**src/rtl/mips_pkg.sv**
```systemverilog
// Shared definitions for the MIPS fetch stage: FSM state encoding,
// instruction word size and the default reset PC.
package mips_pkg;
  localparam logic [1:0] FETCH = 2'd0;
  localparam logic [1:0] ISSUE = 2'd1;
  localparam logic [1:0] HALT  = 2'd2;

  localparam int WORD_BYTES = 4;

  localparam logic [31:0] RESET_PC_DEFAULT = 32'h0000_0000;
endpackage

```
**src/rtl/pc_fetch_unit_if.sv**
```systemverilog
// Instruction-memory fetch handshake.
// The fetch unit is the master: it drives req/addr and receives ready/rdata.
interface pc_fetch_unit_if #(
  parameter int WIDTH = 32
);
  logic             imem_req;
  logic [WIDTH-1:0] imem_addr;
  logic             imem_ready;
  logic [WIDTH-1:0] imem_rdata;

  modport master (output imem_req, output imem_addr, input imem_ready, input imem_rdata);
  modport slave  (input imem_req, input imem_addr, output imem_ready, output imem_rdata);
endinterface

```
**src/rtl/next_pc_sel.sv**
```systemverilog
// Combinational next-PC selection.
// Priority is jr, then jump, then taken branch, then the sequential pc+4.
module next_pc_sel
  import mips_pkg::*;
#(
  parameter int WIDTH  = 32,
  parameter int JFIELD = 28
) (
  input  logic [WIDTH-1:0]  pc,
  input  logic              branch_taken,
  input  logic [15:0]       branch_imm,
  input  logic              jump,
  input  logic [JFIELD-1:0] jump_field,
  input  logic              jr,
  input  logic [WIDTH-1:0]  jr_target,
  output logic [WIDTH-1:0]  pc_plus4,
  output logic [WIDTH-1:0]  next_pc,
  output logic              jr_misaligned
);
  logic [WIDTH-1:0] br_off_s;

  assign pc_plus4      = pc + WIDTH'(WORD_BYTES);
  assign br_off_s      = {{(WIDTH-18){branch_imm[15]}}, branch_imm, 2'b00};
  assign jr_misaligned = (jr_target[1:0] != 2'b00);

  // Priority mux; every arithmetic result wraps at 2^WIDTH.
  always_comb begin
    next_pc = pc_plus4;
    if (jr) begin
      next_pc = {jr_target[WIDTH-1:2], 2'b00};
    end else if (jump) begin
      next_pc = {pc_plus4[WIDTH-1:JFIELD], jump_field};
    end else if (branch_taken) begin
      next_pc = pc_plus4 + br_off_s;
    end else begin
      next_pc = pc_plus4;
    end
  end
endmodule

```
**src/rtl/pc_fetch_unit.sv**
```systemverilog
// PC register and FETCH/ISSUE/HALT sequencer of the MIPS fetch stage.
// Control inputs from decode are consumed only on a non-stalled ISSUE cycle.
module pc_fetch_unit
  import mips_pkg::*;
#(
  parameter int               WIDTH    = 32,
  parameter logic [WIDTH-1:0] RESET_PC = WIDTH'(RESET_PC_DEFAULT),
  parameter int               JFIELD   = 28
) (
  input  logic               clk,
  input  logic               reset,
  pc_fetch_unit_if.master    imem,
  output logic [WIDTH-1:0]   instr,
  output logic               instr_valid,
  output logic [WIDTH-1:0]   pc,
  output logic [WIDTH-1:0]   pc_plus4,
  input  logic               stall,
  input  logic               branch_taken,
  input  logic [15:0]        branch_imm,
  input  logic               jump,
  input  logic [JFIELD-1:0]  jump_field,
  input  logic               jr,
  input  logic [WIDTH-1:0]   jr_target,
  input  logic               halt,
  output logic               halted,
  output logic               addr_err
);
  logic [1:0]       state_r;
  logic [1:0]       state_nxt_s;
  logic [WIDTH-1:0] pc_r;
  logic [WIDTH-1:0] instr_r;
  logic [WIDTH-1:0] next_pc_s;
  logic             valid_r;
  logic             halted_r;
  logic             addr_err_r;
  logic             jr_mis_s;
  logic             advance_s;

  next_pc_sel #(
    .WIDTH  (WIDTH),
    .JFIELD (JFIELD)
  ) u_next_pc_sel (
    .pc            (pc_r),
    .branch_taken  (branch_taken),
    .branch_imm    (branch_imm),
    .jump          (jump),
    .jump_field    (jump_field),
    .jr            (jr),
    .jr_target     (jr_target),
    .pc_plus4      (pc_plus4),
    .next_pc       (next_pc_s),
    .jr_misaligned (jr_mis_s)
  );

  assign advance_s = (state_r == ISSUE) && !stall;

  // Next-state logic for the fetch sequencer.
  always_comb begin
    state_nxt_s = state_r;
    case (state_r)
      FETCH:   state_nxt_s = imem.imem_ready ? ISSUE : FETCH;
      ISSUE: begin
        if (stall) begin
          state_nxt_s = ISSUE;
        end else if (halt) begin
          state_nxt_s = HALT;
        end else begin
          state_nxt_s = FETCH;
        end
      end
      HALT:    state_nxt_s = HALT;
      default: state_nxt_s = FETCH;
    endcase
  end

  // State, PC, latched instruction and status flags.
  always_ff @(posedge clk) begin
    if (reset) begin
      state_r    <= FETCH;
      pc_r       <= RESET_PC;
      instr_r    <= '0;
      valid_r    <= 1'b0;
      halted_r   <= 1'b0;
      addr_err_r <= 1'b0;
    end else begin
      state_r  <= state_nxt_s;
      valid_r  <= (state_nxt_s == ISSUE);
      halted_r <= (state_nxt_s == HALT);
      if ((state_r == FETCH) && imem.imem_ready) begin
        instr_r <= imem.imem_rdata;
      end
      if (advance_s) begin
        pc_r <= next_pc_s;
      end
      // Misaligned jr target: the PC is still forced word-aligned, the flag sticks.
      if (advance_s && jr && jr_mis_s) begin
        addr_err_r <= 1'b1;
      end
    end
  end

  assign imem.imem_req  = (state_r == FETCH) && !reset;
  assign imem.imem_addr = pc_r;
  assign instr          = instr_r;
  assign instr_valid    = valid_r;
  assign pc             = pc_r;
  assign halted         = halted_r;
  assign addr_err       = addr_err_r;
endmodule

```
**src/flat_wrapper.sv**
```systemverilog
// flat-port wrapper written by rule: the top's interface ports become plain ports
module pc_fetch_unit_flat import mips_pkg::*;
#(
  parameter int               WIDTH    = 32,
  parameter logic [WIDTH-1:0] RESET_PC = WIDTH'(RESET_PC_DEFAULT),
  parameter int               JFIELD   = 28
)
  (clk, reset, instr, instr_valid, pc, pc_plus4, stall, branch_taken, branch_imm, jump, jump_field, jr, jr_target, halt, halted, addr_err, imem_imem_req, imem_imem_addr, imem_imem_ready, imem_imem_rdata);
  pc_fetch_unit_if #(.WIDTH(WIDTH)) imem_i ();
  input  logic clk;
  input  logic reset;
  output logic [WIDTH-1:0] instr;
  output logic instr_valid;
  output logic [WIDTH-1:0] pc;
  output logic [WIDTH-1:0] pc_plus4;
  input  logic stall;
  input  logic branch_taken;
  input  logic [15:0] branch_imm;
  input  logic jump;
  input  logic [JFIELD-1:0] jump_field;
  input  logic jr;
  input  logic [WIDTH-1:0] jr_target;
  input  logic halt;
  output logic halted;
  output logic addr_err;
  output wire logic [$bits(imem_i.imem_req)-1:0] imem_imem_req;
  output wire logic [$bits(imem_i.imem_addr)-1:0] imem_imem_addr;
  input wire logic [$bits(imem_i.imem_ready)-1:0] imem_imem_ready;
  input wire logic [$bits(imem_i.imem_rdata)-1:0] imem_imem_rdata;
  assign imem_imem_req = imem_i.imem_req;
  assign imem_imem_addr = imem_i.imem_addr;
  assign imem_i.imem_ready = imem_imem_ready;
  assign imem_i.imem_rdata = imem_imem_rdata;
  pc_fetch_unit #(.WIDTH(WIDTH), .RESET_PC(RESET_PC), .JFIELD(JFIELD)) u_core (.clk(clk), .reset(reset), .imem(imem_i), .instr(instr), .instr_valid(instr_valid), .pc(pc), .pc_plus4(pc_plus4), .stall(stall), .branch_taken(branch_taken), .branch_imm(branch_imm), .jump(jump), .jump_field(jump_field), .jr(jr), .jr_target(jr_target), .halt(halt), .halted(halted), .addr_err(addr_err));
endmodule
```
**config.mk**
```make
export PLATFORM = sky130hd
export DESIGN_NAME = pc_fetch_unit_flat
export DESIGN_NICKNAME = d
export VERILOG_FILES = /design/src/rtl/mips_pkg.sv /design/src/rtl/pc_fetch_unit_if.sv /design/src/rtl/next_pc_sel.sv /design/src/rtl/pc_fetch_unit.sv /design/src/flat_wrapper.sv
export SDC_FILE = /design/constraint.sdc
export NUM_CORES = 1
export LEC_CHECK = 0
export ABC_AREA = 1
export BUFFER_PORTS_ARGS = -buffer_cell sky130_fd_sc_hd__buf_2
export CELL_PAD_IN_SITES_DETAIL_PLACEMENT = 1
export CELL_PAD_IN_SITES_GLOBAL_PLACEMENT = 2
export CORE_MARGIN = 4
export CORE_UTILIZATION = 25
export DETAILED_ROUTE_END_ITERATION = 10
export PLACE_DENSITY_LB_ADDON = 0.1
export SETUP_SLACK_MARGIN = 0.5
export SYNTH_ARGS = -nofsm -noshare
export SYNTH_HDL_FRONTEND = slang
export SYNTH_SLANG_ARGS = --single-unit
```
**constraint.sdc**
```tcl
create_clock -name clk -period 3.8 [get_ports clk]
set_clock_uncertainty 0.2 [all_clocks]
set_input_delay 0.76 -clock clk [delete_from_list [all_inputs] [get_ports clk]]
set_output_delay 0.76 -clock clk [all_outputs]
set_load 0.02 [all_outputs]
```
==> results of run 1 <==
-- report_power, final --
group	leakage (nW)	switching, mW	internal (mW)
clock network	0.163	0.349	0.642
registers	0.580	0.0468	0.775
logic	3.95	0.609	0.341
-- layout make-up --
type	instances	area share, %
flip-flops and latches	69	15.6
clock buffers	10	2.49
clock inverters	6	1.21
repair buffers	307	18.5
well taps	324	4.41
inverters	131	5.35
multi-input cells	778	52.5
-- worst paths after layout --
check,from,to,slack (ps)
max reg2reg,u_core.imem.imem_addr[8],u_core.imem.imem_addr[26],650
min reg2reg,u_core.instr[13],u_core.instr[13],280
min,u_core.instr[13],u_core.instr[13],280
max,u_core.imem.imem_addr[8],u_core.imem.imem_addr[26],650
-- registers in the layout (all words and copies together) (netlist names) --
name / count
u_core.addr_err: 1
u_core.halted: 1
u_core.imem.imem_addr: 32
u_core.instr: 32
u_core.instr_valid: 1
u_core.state_r: 2
-- worst register-to-register path, stage by stage, from the launching register on --
cell      delay, ps
dfxtp_1         350
buf_4           160
nand2_4          80
nor2_4          140
nand2_4          90
nor2_4          170
nand2_4         110
nor2_4          110
xnor2_2         130
inv_2           120
ha_4            300
nand2_4          80
nor3_4          220
inv_2            90
nor2_4          170
nand3_4         110
nand4_1         130
nand3_1          90
nand3b_1        120
a21oi_1          70
-- placed cells by master (no fill, tap or decap), types with 3 or more instances in the layout --
| cell | Yosys | layout |
|---|---|---|
| inv_2 | 2 | 13 |
| o21a_1 | 3 | 3 |
| nand3b_1 | 5 | 5 |
| inv_1 | 128 | 117 |
| xor2_1 | 13 | 4 |
| nand3_1 | 72 | 64 |
| buf_2 | 4 | 247 |
| nor2_2 | 3 | 23 |
| a21oi_2 | 1 | 17 |
| ha_1 | 36 | 14 |
| ha_4 | 0 | 20 |
| bufinv_16 | 0 | 3 |
| dfxtp_4 | 0 | 11 |
| buf_6 | 2 | 3 |
| buf_4 | 35 | 57 |
| nor3_4 | 1 | 8 |
| a31oi_1 | 4 | 4 |
| dfxtp_1 | 69 | 47 |
| a21oi_1 | 83 | 67 |
| nor3_2 | 3 | 7 |
| o211ai_1 | 3 | 3 |
| o21bai_1 | 4 | 4 |
| nand2_1 | 252 | 217 |
| dfxtp_2 | 0 | 11 |
| nand2_4 | 2 | 8 |
| nand2_2 | 7 | 36 |
| xor2_2 | 0 | 8 |
| nor3_1 | 16 | 5 |
| nand3_2 | 0 | 7 |
| xnor2_1 | 7 | 6 |
| a221oi_1 | 20 | 20 |
| nor2_4 | 4 | 15 |
| clkbuf_16 | 0 | 9 |
| nor2_1 | 134 | 103 |
| o21ai_1 | 2 | 7 |
| o21ai_0 | 80 | 73 |
| nand4_1 | 11 | 11 |
-- layer usage --
metal | track usage [%] | vias up | routed length [µm]
met2 | 36.4 | 195 | 14900
met4 | 2.81 | 0 | 361
met1 | 28.7 | 3730 | 14400
met5 | 0 | - | 0
li1 | - | 3883 | -
met3 | 3.96 | 20 | 1490
-- cell families (layout without fill, tap and decap cells) --
family | Yosys count | count (layout) | share of synthesized area [%]
XOR/XNOR | 21 | 21 | 3.04
AND/OR/NAND/NOR | 514 | 514 | 34.9
AO/OA/AOI/OAI | 206 | 206 | 18.3
flip-flops | 69 | 69 | 21.9
buffers and inverters | 198 | 454 | 14.3
adder cells (fa/ha/maj) | 37 | 37 | 7.48
-- what timing repair did --
action,4_1_cts,5_1_grt
hold buffers,0,0
resized for setup,51,175
endpoints found under the setup margin,16,21
pin swaps,4,39
gates cloned,0,0
buffers inserted,1,14
==> key figures, run 1 <==
Floorplan
  – Core box area: 24500 µm²
  – # IOs: 248
  – DIE HEIGHT: 167 µm
  – DIE AREA: 27800 µm²
  – Die width: 167 µm
  – FP Rows: 57
  – Starting density of the core: 25.7%

Layout
  – Post-route cell area: 9200 µm²
  – Fin cells: 1625
  – Share of cells above drive strength 1: 39.7%
  – Register area: 1440 µm²
  – Area Overhead vs Synth: 46.2%
  – # diodes: 0
  – Nets: 1449
  – Multi-input logic area: 4830 µm²
  – Final Util: 37.5%
  – Fill cells: 3236

Placement
  – Gpl congestion: 0.873
  – DP Cell Count: 1594
  – DP Area: 7870 µm²
  – DP HPWL: 25.4 mm
  – Count of input and output buffers: 247
  – Pre-CTS setup slack: 85.6 ps

Critical path
  – Crit path buf inv count: 3
  – Critical Path RT: 3800 ps
  – CP arrival: 3150 ps
  – Delay-heaviest family, CP: simple AND/OR/NAND/NOR gates
  – Critical Path Source Type: flop
  – Maximum fanout along the worst path: 4
  – Setup CP Type: reg2reg
  – Max incr delay on CP: 350 ps
  – CP max stage cell: dfxtp_1
  – Reg2Reg Depth: 19
  – Levels on crit path: 19
  – Crit-path cells: buf_4, nand2_4, nor2_4, nand2_4, nor2_4, nand2_4, nor2_4, xnor2_2, inv_2, ha_4, nand2_4, nor3_4, inv_2, nor2_4, nand3_4, nand4_1, nand3_1, nand3b_1, a21oi_1
  – CP Capture Type: flop

Clock tree
  – TritonCTS buffer count: 9
  – Htree depth: 3
  – Root Buffer: clkbuf_16
  – Clock Latency Late Sink: 340 ps
  – Clock slew at reported path FFs: 60 ps
  – TritonCTS clock tree: yes
  – Sink Count: 69
  – Max Buffers Root-to-Sink: 2

Flow run
  – Total of max-cap violations: 0

Drt
  – TritonRoute pass-1 iters: 4
  – Routed Antenna Nets: 0
  – Final wirelength: 31.2 mm
  – Iteration-0 DRC count of the detailed router: 364
  – Residual DRC: 0
  – Via count: 7828
  – Wire length per cell: 19.2 µm
  – Via/cell ratio: 4.82

STA
  – Final WS setup: 654 ps
  – Final Cycle Share: 82.8%
  – Post-Route Setup TNS: 0 ps
  – Slew @ Worst Pin: 868 ps
  – Slew Viols, Final: 0
  – Fmax: 318 MHz
  – RSZ-0062 raised after global routing: true
  – Final hold viol count: 0
  – Slew margin rel.: 42.1%
  – Final setup fails: 0
  – WHS: 277 ps
  – Final min period: 3150 ps

Power and ir drop
  – LEAKAGE: 4.70 nW
  – Power consumption: 2.76 mW
  – Pwr Density: 300 nW/µm²
  – VDD IR max: 192 µV

Yosys
  – Post-Syn Area: 6290 µm²
  – Synth top area cells: dfxtp_1 22%, nand2_1 15%, nor2_1 8.0%, inv_1 7.6%, ha_1 7.2%
  – Dominant cell type by area after synthesis: dfxtp_1
  – Distinct cell type count after synthesis: 43
  – EDFF count, synth: 0
  – FF+latch count, synth: 69
  – Top cell type's share of synthesized area: 21.9%
  – Sequential area share after synthesis: 21.9%
  – Ys async rst share: 0%
  – Synth cell count leaders: 252 x nand2_1, 134 x nor2_1, 128 x inv_1
  – Main synth FF type: dfxtp_1
  – Ys Warns: 0
  – Cell with the most instances after synthesis: nand2_1
  – Syn Nets: 1198
  – Mean Syn Cell Area: 6.02 µm²
  – Synthesized instance count: 1045

GRT
  – Largest net degree at the start of global routing: 33
  – Grt total ovfl: 0
  – First-pass GRT wire length: 46.6 mm
  – Initial antenna violation count: 0
  – All-Layer GR Usage: 21.3%
  – Vias in the first global route: 7867

Worst hold path
  – Cells on Worst Hold Path: 2
  – Hold/Removal Path Class: reg2reg

Status
  – Status: finished clean
No activity file was read; power rests on OpenSTA's default activity.
==> run 2, diff against run 1 <==
--- a/config.mk
+++ b/config.mk
@@ -5,12 +5,12 @@
 export SDC_FILE = /design/constraint.sdc
 export NUM_CORES = 1
 export LEC_CHECK = 0
-export ABC_AREA = 1
+export ABC_AREA = 0
 export BUFFER_PORTS_ARGS = -buffer_cell sky130_fd_sc_hd__buf_2
 export CELL_PAD_IN_SITES_DETAIL_PLACEMENT = 1
 export CELL_PAD_IN_SITES_GLOBAL_PLACEMENT = 2
 export CORE_MARGIN = 4
-export CORE_UTILIZATION = 25
+export CORE_UTILIZATION = 26
 export DETAILED_ROUTE_END_ITERATION = 10
 export PLACE_DENSITY_LB_ADDON = 0.1
 export SETUP_SLACK_MARGIN = 0.5
==> constraint.sdc (replaced) <==
create_clock -name clk -period 3.2 [get_ports clk]
set_clock_uncertainty 0.2 [all_clocks]
set_input_delay 0.64 -clock clk [delete_from_list [all_inputs] [get_ports clk]]
set_output_delay 0.64 -clock clk [all_outputs]
set_load 0.02 [all_outputs]
==> key figures, run 2 <==
Yosys
  – Synth cell count leaders: 117 x nand2_1, 81 x a21oi_1, 70 x nor2_1
  – Ys async rst share: 0% (unchanged)
  – Cell with the most instances after synthesis: nand2_1
  – Dominant cell type by area after synthesis: dfxtp_1
  – Synthesized instance count: 758 (-27%)
  – Main synth FF type: dfxtp_1
  – EDFF count, synth: 0 (unchanged)
  – Distinct cell type count after synthesis: 77 (+79%)
  – Mean Syn Cell Area: 7.43 µm² (+23%)
  – Synth top area cells: dfxtp_1 25%, ha_1 8.0%, nand2_1 7.8%, a21oi_1 7.2%, nor2_1 4.7%
  – Top cell type's share of synthesized area: 24.5% (+2.6 points)
  – Post-Syn Area: 5640 µm² (-10%)
  – Syn Nets: 911 (-24%)
  – FF+latch count, synth: 69 (unchanged)
  – Sequential area share after synthesis: 24.5% (+2.6 points)
  – Ys Warns: 0 (unchanged)

Drt
  – Final wirelength: 30.6 mm (-1.7%)
  – Wire length per cell: 20.6 µm (+7.6%)
  – Iteration-0 DRC count of the detailed router: 223 (-39%)
  – Routed Antenna Nets: 0 (unchanged)
  – Residual DRC: 0 (unchanged)
  – Via count: 7401 (-5.5%)
  – TritonRoute pass-1 iters: 4 (unchanged)
  – Via/cell ratio: 4.98 (+3.5%)

Clock tree
  – Root Buffer: clkbuf_16
  – Hold buffers post-CTS: 0 (unchanged)
  – TritonCTS clock tree: yes
  – Clock slew at reported path FFs: 70 ps (about the same)
  – Clock Latency Late Sink: 350 ps (about the same)
  – Sink Count: 69 (unchanged)
  – Htree depth: 3 (unchanged)
  – TritonCTS buffer count: 9 (unchanged)
  – Max Buffers Root-to-Sink: 2 (unchanged)

Status
  – Failing checks: setup timing
  – Status: finished with violations

Floorplan
  – Die width: 155 µm (-6.9%)
  – # IOs: 248 (unchanged)
  – Core box area: 21200 µm² (-14%)
  – DIE AREA: 24100 µm² (-13%)
  – Starting density of the core: 26.6% (+0.99 points)
  – DIE HEIGHT: 155 µm (-6.9%)
  – FP Rows: 53 (-7.0%)

STA
  – Slew margin rel.: 54.2% (+12 points)
  – Slew @ Worst Pin: 685 ps (-183 ps)
  – Final min period: 3710 ps (+561 ps)
  – Slew Viols, Final: 0 (unchanged)
  – RSZ-0062 raised after global routing: true
  – Post-Route Setup TNS: -5260 ps (-5260 ps)
  – Fmax: 270 MHz (-15%)
  – Final setup fails: 21 (+21)
  – Final Cycle Share: 116% (+33 points)
  – Final WS setup: -507 ps (-1160 ps)
  – Final hold viol count: 0 (unchanged)
  – WHS: 251 ps (-25.6 ps)

Placement
  – DP Cell Count: 1411 (-11%)
  – DP HPWL: 22.8 mm (-10%)
  – Count of input and output buffers: 247 (unchanged)
  – Gpl congestion: 0.860 (-1.5%)

Layout
  – Fin cells: 1485 (-8.6%)
  – Nets: 1357 (-6.3%)
  – Most common cell after layout, fill and taps aside: buf_2
  – Share of cells above drive strength 1: 59.6% (+20 points)
  – Area Overhead vs Synth: 90.3%
  – Most frequent cells in the layout: 228 x buf_2, 223 x buf_4, 107 x nand2_1

Critical path
  – Reg2Reg Depth: 18 (-1)
  – Worst R2R End: u_core.imem.imem_addr[30]
  – Critical Path Source Type: flop
  – CP Capture Type: flop
  – Flop-to-flop setup slack: -510 ps (-1160 ps)
  – Maximum fanout along the worst path: 4 (unchanged)
  – Critical Path RT: 3240 ps (-560 ps)
  – Crit path to: u_core.imem.imem_addr[30]
  – Setup CP Type: reg2reg
  – FF-to-FF Start: u_core.imem.imem_addr[6]
  – Setup crit start: u_core.imem.imem_addr[6]
  – CP arrival: 3750 ps (+600 ps)

Flow run
  – Total of max-cap violations: 0 (unchanged)

GRT
  – Grt total ovfl: 0 (unchanged)
  – Largest net degree at the start of global routing: 46 (+39%)
  – All-Layer GR Usage: 24.5% (+3.3 points)
  – First-pass GRT wire length: 46.2 mm (-0.99%)
  – Met2 usage: 43.1% (+6.7 points)
  – Initial antenna violation count: 5 (+5)
  – Vias in the first global route: 8109 (+3.1%)
  – Layer with the highest usage: met2
  – Grt met3 use: 5.73% (+1.8 points)
  – Met1 usage: 30.2% (+1.5 points)

Worst hold path
  – Hold/Removal Path Class: reg2reg
  – Cells on Worst Hold Path: 2 (unchanged)

Power and ir drop
  – LEAKAGE: 5.18 nW (+10%)
  – VDD IR max: 265 µV (+38%)
  – Power consumption: 3.41 mW (+24%)
  – Pwr Density: 318 nW/µm² (+6.0%)
==> run 2: changes by cell type after synthesis, sizes merged, moves of 14 or more <==
cell and change:
a211oi +14, inv -113, nand2 -143, nand3 -48, nor2 -71, o21ai -50, xnor2 +19
==> run 2: cell families after synthesis <==
logic type / count (synthesis) / share of synthesized area [%]
adder cells (fa/ha/maj): 37 / 8.35
AND/OR/NAND/NOR: 288 / 24.0
XOR/XNOR: 49 / 7.75
flip-flops: 69 / 24.5
AO/OA/AOI/OAI: 223 / 26.6
buffers and inverters: 89 / 8.30
multiplexers: 3 / 0.533
==> run 2: worst min path at each step <==
stage / slack, ps / end / start
final: 250 / u_core.instr[3] / u_core.instr[3]
after global routing: 280 / u_core.instr[31] / u_core.instr[31]
after CTS: 250 / u_core.instr[3] / u_core.instr[3]
after detailed placement: 250 / u_core.instr[3] / u_core.instr[3]
after global placement: 240 / u_core.instr[21] / u_core.instr[21]
after floorplan: 320 / u_core.imem.imem_addr[4] / u_core.imem.imem_addr[4]
==> run 2: area by class of cell <==
class / instances / area [µm²]
well taps: 275 / 344
diodes: 1 / 2.50
flip-flops and latches: 69 / 1440
inverters: 18 / 70.1
repair buffers: 506 / 3450
fillers: 2549 / 10400
clock inverters: 7 / 76.3
multi-input cells: 600 / 5120
clock buffers: 9 / 225
==> run 2: through the flow <==
stage / instance area (µm²) / util [%] / worst slack, ps
after floorplan: 6080 / - / -458
after global placement: 8790 / 41.6 / -655
after detailed placement: 8790 / 41.6 / -686
after CTS: 10200 / 48.3 / -431
after global routing: 10700 / 50.7 / -657
final: 10700 / 50.7 / -507
==> run 2: repair_timing <==
action | in CTS | in global routing
pin swaps | 100 | 57
setup buffers | 39 | 18
gates resized for setup | 175 | 64
setup endpoints to repair | 45 | 47
==> run 2: metal layers <==
layer	up-vias	share of wire [%]
met5	-	0.15
met1	3565	42
met4	8	1.9
met2	202	50
met3	45	5.9
li1	3581	-
==> run 2: where the power goes <==
part / internal, mW / switching [mW]
clock network: 0.556 / 0.499
registers: 0.904 / 0.0317
logic: 0.653 / 0.768
==> run 2: worst max-delay path, stage by stage (launching register included) <==
cell and delay, ps:
dfxtp_4 350, and3_4 230, nand2_4 70, buf_6 110, nor3_4 230, nand3_2 170
xnor2_4 190, ha_4 190, buf_4 130, nor2_2 70, o211ai_1 140, a32oi_2 290
o21ai_2 100, o22ai_2 190, nor2_2 90, buf_4 140, a211oi_2 230, xnor2_1 110
a221o_1 360
